### src/rtl/hazard_ctrl.sv
// ID-stage hazard controller: load-use / mfc0-use bubbles, MDU busy sequencing
// and wrong-path flushes for taken branches resolved in EX.
module hazard_ctrl #(
    parameter int MULT_CYCLES = 4,
    parameter int DIV_CYCLES  = 32,
    parameter int CNT_W       = 6
) (
    input  logic        clk,
    input  logic        rst,
    input  logic [4:0]  id_rs,
    input  logic [4:0]  id_rt,
    input  logic        id_uses_rs,
    input  logic        id_uses_rt,
    input  logic        id_md_start,
    input  logic        id_md_isdiv,
    input  logic        id_md_read,
    input  logic [4:0]  ex_rw,
    input  logic        ex_regWr,
    input  logic [1:0]  ex_memtoreg,
    input  logic [2:0]  ex_cp0op,
    input  logic        ex_branch_taken,
    output logic        pc_stall,
    output logic        ifid_stall,
    output logic        ifid_flush,
    output logic        idex_flush,
    output logic        md_busy,
    output logic        md_done,
    output logic [31:0] stall_cycles
);

    typedef enum logic {IDLE = 1'b0, MD_BUSY = 1'b1} state_t;

    state_t             st;
    state_t             st_nxt;
    logic [CNT_W-1:0]   cnt;
    logic [CNT_W-1:0]   cnt_nxt;
    logic               md_done_q;
    logic               md_done_nxt;

    logic               dep;
    logic               lu;
    logic               mdh;
    logic               stall;
    logic               md_go;

    // Hazards the EX forwarding path cannot cover: the producer's value is not
    // available until MEM (load, mfc0) or the MDU result is still in flight.
    assign dep   = (ex_rw != 5'd0) &&
                   ((id_uses_rs && (ex_rw == id_rs)) || (id_uses_rt && (ex_rw == id_rt)));
    assign lu    = dep && ((ex_regWr && (ex_memtoreg == 2'd1)) || (ex_cp0op == 3'b001));
    assign mdh   = (st == MD_BUSY) && (id_md_read || id_md_start);
    assign stall = lu || mdh;
    assign md_go = (st == IDLE) && id_md_start && !ex_branch_taken && !stall;

    always_ff @(posedge clk or posedge rst) begin
        if (rst) begin
            st           <= IDLE;
            cnt          <= '0;
            md_done_q    <= 1'b0;
            stall_cycles <= '0;
        end else begin
            st        <= st_nxt;
            cnt       <= cnt_nxt;
            md_done_q <= md_done_nxt;
            if (pc_stall && (stall_cycles != 32'hFFFF_FFFF))
                stall_cycles <= stall_cycles + 32'd1;
        end
    end

    // The busy window runs regardless of stalls or flushes: the issued op is older.
    always_comb begin
        st_nxt      = st;
        cnt_nxt     = cnt;
        md_done_nxt = 1'b0;
        case (st)
            IDLE: begin
                if (md_go) begin
                    st_nxt  = MD_BUSY;
                    cnt_nxt = id_md_isdiv ? CNT_W'(DIV_CYCLES) : CNT_W'(MULT_CYCLES);
                end
            end
            MD_BUSY: begin
                cnt_nxt = cnt - CNT_W'(1);
                if (cnt == CNT_W'(1)) begin
                    st_nxt      = IDLE;
                    md_done_nxt = 1'b1;
                end
            end
            default: begin
                st_nxt  = IDLE;
                cnt_nxt = '0;
            end
        endcase
    end

    // A taken branch outranks any stall since the ID instruction is wrong-path.
    always_comb begin
        pc_stall   = 1'b0;
        ifid_stall = 1'b0;
        ifid_flush = 1'b0;
        idex_flush = 1'b0;
        md_busy    = 1'b0;
        md_done    = 1'b0;
        if (!rst) begin
            md_busy = (st == MD_BUSY);
            md_done = md_done_q;
            if (ex_branch_taken) begin
                ifid_flush = 1'b1;
                idex_flush = 1'b1;
            end else if (stall) begin
                pc_stall   = 1'b1;
                ifid_stall = 1'b1;
                idex_flush = 1'b1;
            end
        end
    end

endmodule

### config.mk
export PLATFORM = sky130hd
export DESIGN_NAME = hazard_ctrl
export DESIGN_NICKNAME = d
export VERILOG_FILES = /design/src/rtl/hazard_ctrl.sv
export SDC_FILE = /design/constraint.sdc
export NUM_CORES = 1
export LEC_CHECK = 0
export ABC_AREA = 1
export CAP_MARGIN = 5
export CORE_UTILIZATION = 45
export DETAILED_ROUTE_END_ITERATION = 16
export GPL_TIMING_DRIVEN = 0
export HOLD_SLACK_MARGIN = 0.02
export MAX_ROUTING_LAYER = met4
export PLACE_DENSITY = 0.84
export SLEW_MARGIN = 20
export SYNTH_ARGS = -nofsm -noshare
export SYNTH_HDL_FRONTEND = slang
export SYNTH_SLANG_ARGS = --single-unit
### constraint.sdc
create_clock -name clk -period 5 [get_ports clk]
set_input_delay 1 -clock clk [delete_from_list [all_inputs] [get_ports clk]]
set_output_delay 1 -clock clk [all_outputs]
set_load 0.02 [all_outputs]
==> results of run 1 <==
-- through the flow --
step / hold WS (ps) / area, sq um / cells / setup slack, ps
floorplan: 526.6 / 2864 / 437 / 1228
global placement: 519.5 / 3618 / 578 / 57.33
detailed placement: 523.5 / 3646 / 579 / 778.1
CTS: 545.0 / 3754 / 587 / 772.6
global route: 569.9 / 3754 / 587 / 606.8
finish: 540.6 / 3754 / 587 / 811.4
-- flip-flops by register name (all words and copies together), names as in the netlist --
signal and cells:
stall_cycles 32, st 1, md_done_q 1, cnt 6
-- how the worst max path moves through the flow --
stage / from / end / slack [ps] / depth (start not counted)
CTS: rst / idex_flush / 770 / 7
detailed placement: rst / idex_flush / 780 / 7
global placement: rst / idex_flush / 60 / 6
floorplan: rst / pc_stall / 1230 / 4
global route: rst / idex_flush / 610 / 7
finish: rst / idex_flush / 810 / 7
-- cell families after synthesis --
logic type / count (synthesis)
compound gates: 14
xor+xnor: 25
fa+ha+maj: 3
buf+inv: 55
flops: 40
simple gates: 300
-- report_power, final --
part / switching [mW] / leakage, nW / internal, mW
clock: 0.116 / 0.0552 / 0.148
sequential: 0.0236 / 0.534 / 0.338
combinational: 0.0852 / 1.18 / 0.0792
total: 0.225 / 1.77 / 0.566
-- routing by layer --
metal	wire [microns]	vias up	global-route usage
li1	-	1530	-
met1	3148	1347	0.2928
met2	3614	113	0.4248
met3	472	15	0.05222
met4	136	0	0.09298
met5	0	-	-
-- synthesized netlist by cell type, drive strengths merged --
cell,n,area (sq um)
a21boi,1,7.510
a21oi,3,15.01
and2,1,6.260
and3,1,6.260
buf,11,73.82
clkbuf,2,7.510
dfrtp,40,1001
ha,3,37.54
inv,42,157.7
nand2,177,666.9
nand3,18,110.1
nand3b,2,15.01
nand4,36,225.2
nor2,59,231.5
nor3,5,25.02
o21ai,8,40.03
o22ai,2,12.51
or2,1,6.260
xnor2,13,113.9
xor2,12,105.1
-- area by class of cell --
type,instances,area share
clock buffer,6,0.01933
inverter,42,0.04200
timing repair buffer,67,0.1833
multi-input combinational,342,0.4327
clock inverter,2,0.009333
sequential,40,0.2667
buffer,13,0.02167
tap,75,0.02500
-- worst register-to-register path: cells and delay by family (launching register included) --
| family | cells | cell delay [ps] |
|---|---|---|
| AND/OR/NAND/NOR | 7 | 810 |
| buffers and inverters | 2 | 400 |
| adder cells (fa/ha/maj) | 1 | 230 |
| flip-flops | 1 | 460 |
==> results.yml, run 1 <==
status:
  status: "complete, no violations"
finish:
  seqCellArea_sq_um: 1001
  fin_util: 0.6229
  layout-drive-gt1-share: 0.06250
  multi_input_area_sq_um: 1624
  layout_commonest_cell: "nand2_1"
  fin_nets: 543
  num-fill-cells: 561
  diodes: 0
  area_growth_pct: 31.06
  final_cell_mix: "176 x nand2_1, 66 x clkdlybuf4s50_1, 57 x nor2_1"
critical_path:
  rr_worst_depth: 10
  reg2reg_to: "stall_cycles[2]$_DFFE_PP0P_"
  worst-setup-path-type: "in2out"
  path_cells: "clkdlybuf4s50_1, inv_2, buf_16, nand3_1, nand2_2, or2_2, clkdlybuf4s50_1"
  crit_path_end_kind: "output pin"
  crit_top_cell: "clkdlybuf4s50_1"
  crit_arrival_ps: 3190
  slowest_delay_ps: 610
  startpoint_type: "primary input"
  crit_family: "buffers and inverters"
  reg2reg_slack_ps: 2990
  r2r-start: "stall_cycles[0]$_DFFE_PP0P_"
  cp_num_buf_inv: 4
  critPathMaxFanout: 22
  slowest_stage: "clkdlybuf4s50_1"
  worstPathRequired_ps: 4000
grt:
  grt_pass1_vias: 2883
  grt_remaining_overflow: 0
  grt_max_degree: 23
  grt_usage: 0.2515
  antenna_found_initial: 0
  grt_pass1_wl_microns: 12570
synth:
  synth_fp_nets: 469
  syn_area_sq_um: 2864
  yosys.area_share.xor_xnor: 0.07645
  synth_top_family_by_area: "simple AND/OR/NAND/NOR gates"
  synth_seq_area_share: 0.3495
  synth-simple-area-share: 0.4513
  synth_compound_area_frac: 0.02621
  ys_warn_count: 0
  synthMuxAreaShare: 0
  ys_types: 29
  syn_inst: 437
  syn_area_per_cell_sq_um: 6.554
  synthAdderAreaFrac: 0.01311
  ys_ff_latch: 40
worst_hold_path:
  whs_endpoint: "stall_cycles[22]$_DFFE_PP0P_"
  worstHoldPathType: "reg2reg"
  hold_depth: 2
  worstHoldStart: "stall_cycles[22]$_DFFE_PP0P_"
die:
  core_sq_um: 6026
  fp.dieW_microns: 81.78
  num_io_pins: 67
  start_util: 0.4753
  die_y_microns: 81.78
  die_area_sq_um: 6687
  placementRows: 28
cts:
  cts_sinks: 40
  clockRootBuffer: "clkbuf_8"
  numCtsBuffers: 5
  cts_resized: 0
  clock_path_buffers: 2
  cts_tree: "yes"
  clk_pin_slew_worst_paths_ps: 80
  cts_setup_buffers: 0
  hold_buffers: 0
  clock_latency_ps: 300
  cts_max_level: 2
timing:
  finalSetupTns_ps: 0
  min_period_ps: 4189
  timing.fmax_mhz: 238.7
  finalCritPeriodShare: 0.8377
  max-slew-margin-rel: 0.6346
  tightestPinTransition_ps: 543.8
  skew_ps: 4.396
  rsz0062_at_grt: "no"
  finalSetupViolCount: 0
  maxSlewViolCount: 0
  final_hold_viol_count: 0
detailed_routing:
  drtPass1Iterations: 4
  post_drt_wl_per_cell_microns: 12.56
  vias: 3005
  drc: 0
  ant_nets: 0
  routed_via_density: 5.119
  first_iter_violations: 136
  wl_microns: 7371
placed_design:
  hpwlAfterDp_microns: 5821
  portBuffers: 66
  gp_congestion: 0.9481
job:
  cap_violations: 0
power:
  finalPower_mw: 0.7910
  peakVddDrop_mv: 0.1797
  power_density_nw_per_um2: 210.7
  p_leak_nw: 1.767
No activity file was read; power rests on OpenSTA's default activity.
==> run 2: changes to the inputs <==
--- a/config.mk
+++ b/config.mk
@@ -12,7 +12,7 @@
 export GPL_TIMING_DRIVEN = 0
 export HOLD_SLACK_MARGIN = 0.02
 export MAX_ROUTING_LAYER = met4
-export PLACE_DENSITY = 0.84
+export PLACE_DENSITY = 0.87
 export SLEW_MARGIN = 20
 export SYNTH_ARGS = -nofsm -noshare
 export SYNTH_HDL_FRONTEND = slang
==> constraint.sdc (replaced) <==
create_clock -name clk -period 3.6 [get_ports clk]
set_input_delay 0.72 -clock clk [delete_from_list [all_inputs] [get_ports clk]]
set_output_delay 0.72 -clock clk [all_outputs]
set_load 0.02 [all_outputs]
==> run 2 against run 1 <==
Compared with the run above: final area rose by 0.43%; sequential share of layout area shrank 0.12 points; highest routed layer unchanged; first-iteration DRC count up 20%; die area stayed put.
==> results.yml, run 2 (same netlist as run 1, synthesis figures left out) <==
status:
  status: "complete, no violations"
detailed_routing:
  vias: 3097
  wl_met1_microns: 3254
  post_drt_wl_per_cell_microns: 13.04
  drc: 0
  routed_via_density: 5.285
  first_iter_violations: 163
  wl_microns: 7641
  ant_nets: 0
  wl_met3_microns: 331
  drtPass1Iterations: 7
  dr.max_layer_used: "met4"
  route.met2.wl_microns: 3991
placed_design:
  portBuffers: 66
  hpwlAfterDp_microns: 6063
  dp_cells: 579
  post_dp_cell_area_sq_um: 3638
  gp_congestion: 0.9433
timing:
  rsz0062_at_grt: "no"
  final_hold_viol_count: 0
  skew_ps: 8.660
  finalCritPeriodShare: 0.9535
  maxSlewViolCount: 0
  timing.fmax_mhz: 291.3
  min_period_ps: 3433
  holdWs_ps: 549.7
  tightestPinTransition_ps: 511.1
  finalSetupViolCount: 0
  max-slew-margin-rel: 0.6593
job:
  cap_violations: 0
critical_path:
  worstPathRequired_ps: 2880
  crit_path_end_kind: "output pin"
  critPathMaxFanout: 10
  cp_num_buf_inv: 3
  slowest_delay_ps: 590
  startpoint_type: "primary input"
  crit_arrival_ps: 2710
  crit_top_cell: "nand2_1"
  path_cells: "clkdlybuf4s50_1, inv_2, nand2_1, nand2_1, nor2_1, nand3_1, nand2_1, nand3_1, nand2_4, or2_2, clkdlybuf4s50_1"
  crit_family: "buffers and inverters"
  worst-setup-path-type: "in2out"
  slowest_stage: "clkdlybuf4s50_1"
finish:
  num-fill-cells: 538
  final_cell_mix: "176 x nand2_1, 65 x clkdlybuf4s50_1, 57 x nor2_1"
  fin_area_sq_um: 3770
  seqCellArea_sq_um: 1001
  fin_cells: 586
  top_register: "stall_cycles"
  multi_input_area_sq_um: 1629
  largest_reg_flops: 32
  reg_top3: "stall_cycles (32), cnt (6)"
  layout-drive-gt1-share: 0.06458
  diodes: 0
  area_growth_pct: 31.63
  layout_commonest_cell: "nand2_1"
  fin_nets: 543
die:
  fp.dieW_microns: 81.78
  die_area_sq_um: 6687
  num_io_pins: 67
  core_sq_um: 6026
  die_y_microns: 81.78
  start_util: 0.4753
  placementRows: 28
power:
  peakVddDrop_mv: 0.2856
  power_density_nw_per_um2: 309.0
  p_leak_nw: 1.775
grt:
  grt_remaining_overflow: 0
  antenna_found_initial: 0
  grt_pass1_wl_microns: 12960
  grt_usage: 0.2551
  grt_max_degree: 35
  grt_pass1_vias: 3015
cts:
  clockRootBuffer: "clkbuf_8"
  clock_latency_ps: 290
  clk_pin_slew_worst_paths_ps: 70
  cts_tree: "yes"
  hold_buffers: 0
  clock_path_buffers: 2
  numCtsBuffers: 5
  cts_sinks: 40
  cts_max_level: 2
  cts_setup_buffers: 0
worst_hold_path:
  worstHoldPathType: "reg2reg"
-- run 2: changes by cell type in the layout (fill, tap and decap cells not counted) --
cell,change
buf_12,+1
buf_16,-1
buf_4,+1
bufinv_16,+1
clkbuf_1,-1
clkdlybuf4s50_1,-1
clkinv_2,-1
nand2_2,-1
nand2_4,+1
-- run 2: power breakdown --
part,switching [mW],internal [mW]
combinational,0.120,0.109
clock,0.160,0.273
sequential,0.0329,0.470
-- run 2: per-stage QoR --
stage	TNS (ps)	total power [mW]	util	setup WS, ps
after floorplan	0	0.6283	-	388.0
after global placement	-2083	0.7315	0.6005	-761.0
after detailed placement	0	0.7416	0.6038	123.6
after CTS	0	1.172	0.6252	114.3
after global routing	0	1.220	0.6256	12.71
final	0	1.165	0.6256	167.4
-- run 2: layout make-up --
class | count | share of cell area
plain buffers | 13 | 0.02157
clock buffers | 5 | 0.01825
clock inverters | 2 | 0.01593
inverters | 42 | 0.04182
multi-input cells | 342 | 0.4321
flip-flops and latches | 40 | 0.2655
well taps | 75 | 0.02489
repair buffers | 67 | 0.1799
-- run 2: worst min-delay path: stages (launching register included) --
cell     delay (ps)
dfrtp_1         390
nand2_1          70
nand2_1          50
-- run 2: final timing paths --
| kind | startpoint | to | slack [ps] | depth (start not counted) |
|---|---|---|---|---|
| setup reg to reg | stall_cycles[0]$_DFFE_PP0P_ | stall_cycles[9]$_DFFE_PP0P_ | 1570 | 10 |
| min in group asynchronous | rst | cnt[2]$_DFFE_PP0P_ | 730 | 2 |
| hold / removal | stall_cycles[22]$_DFFE_PP0P_ | stall_cycles[22]$_DFFE_PP0P_ | 550 | 2 |
| setup / recovery | ex_rw[0] | idex_flush | 170 | 11 |
| hold reg to reg | stall_cycles[22]$_DFFE_PP0P_ | stall_cycles[22]$_DFFE_PP0P_ | 550 | 2 |
| max in group asynchronous | rst | stall_cycles[29]$_DFFE_PP0P_ | 2460 | 3 |
-- run 2: repair_timing --
item,in CTS,in global routing
resized for setup,0,2
endpoints found under the hold margin,0,0
endpoints found under the setup margin,0,1
-- run 2: metal layers --
metal | vias up | track usage
li1 | 1533 | -
met1 | 1462 | 0.2927
met2 | 96 | 0.4661
met3 | 6 | 0.03667
met4 | 0 | 0.05614
met5 | - | -
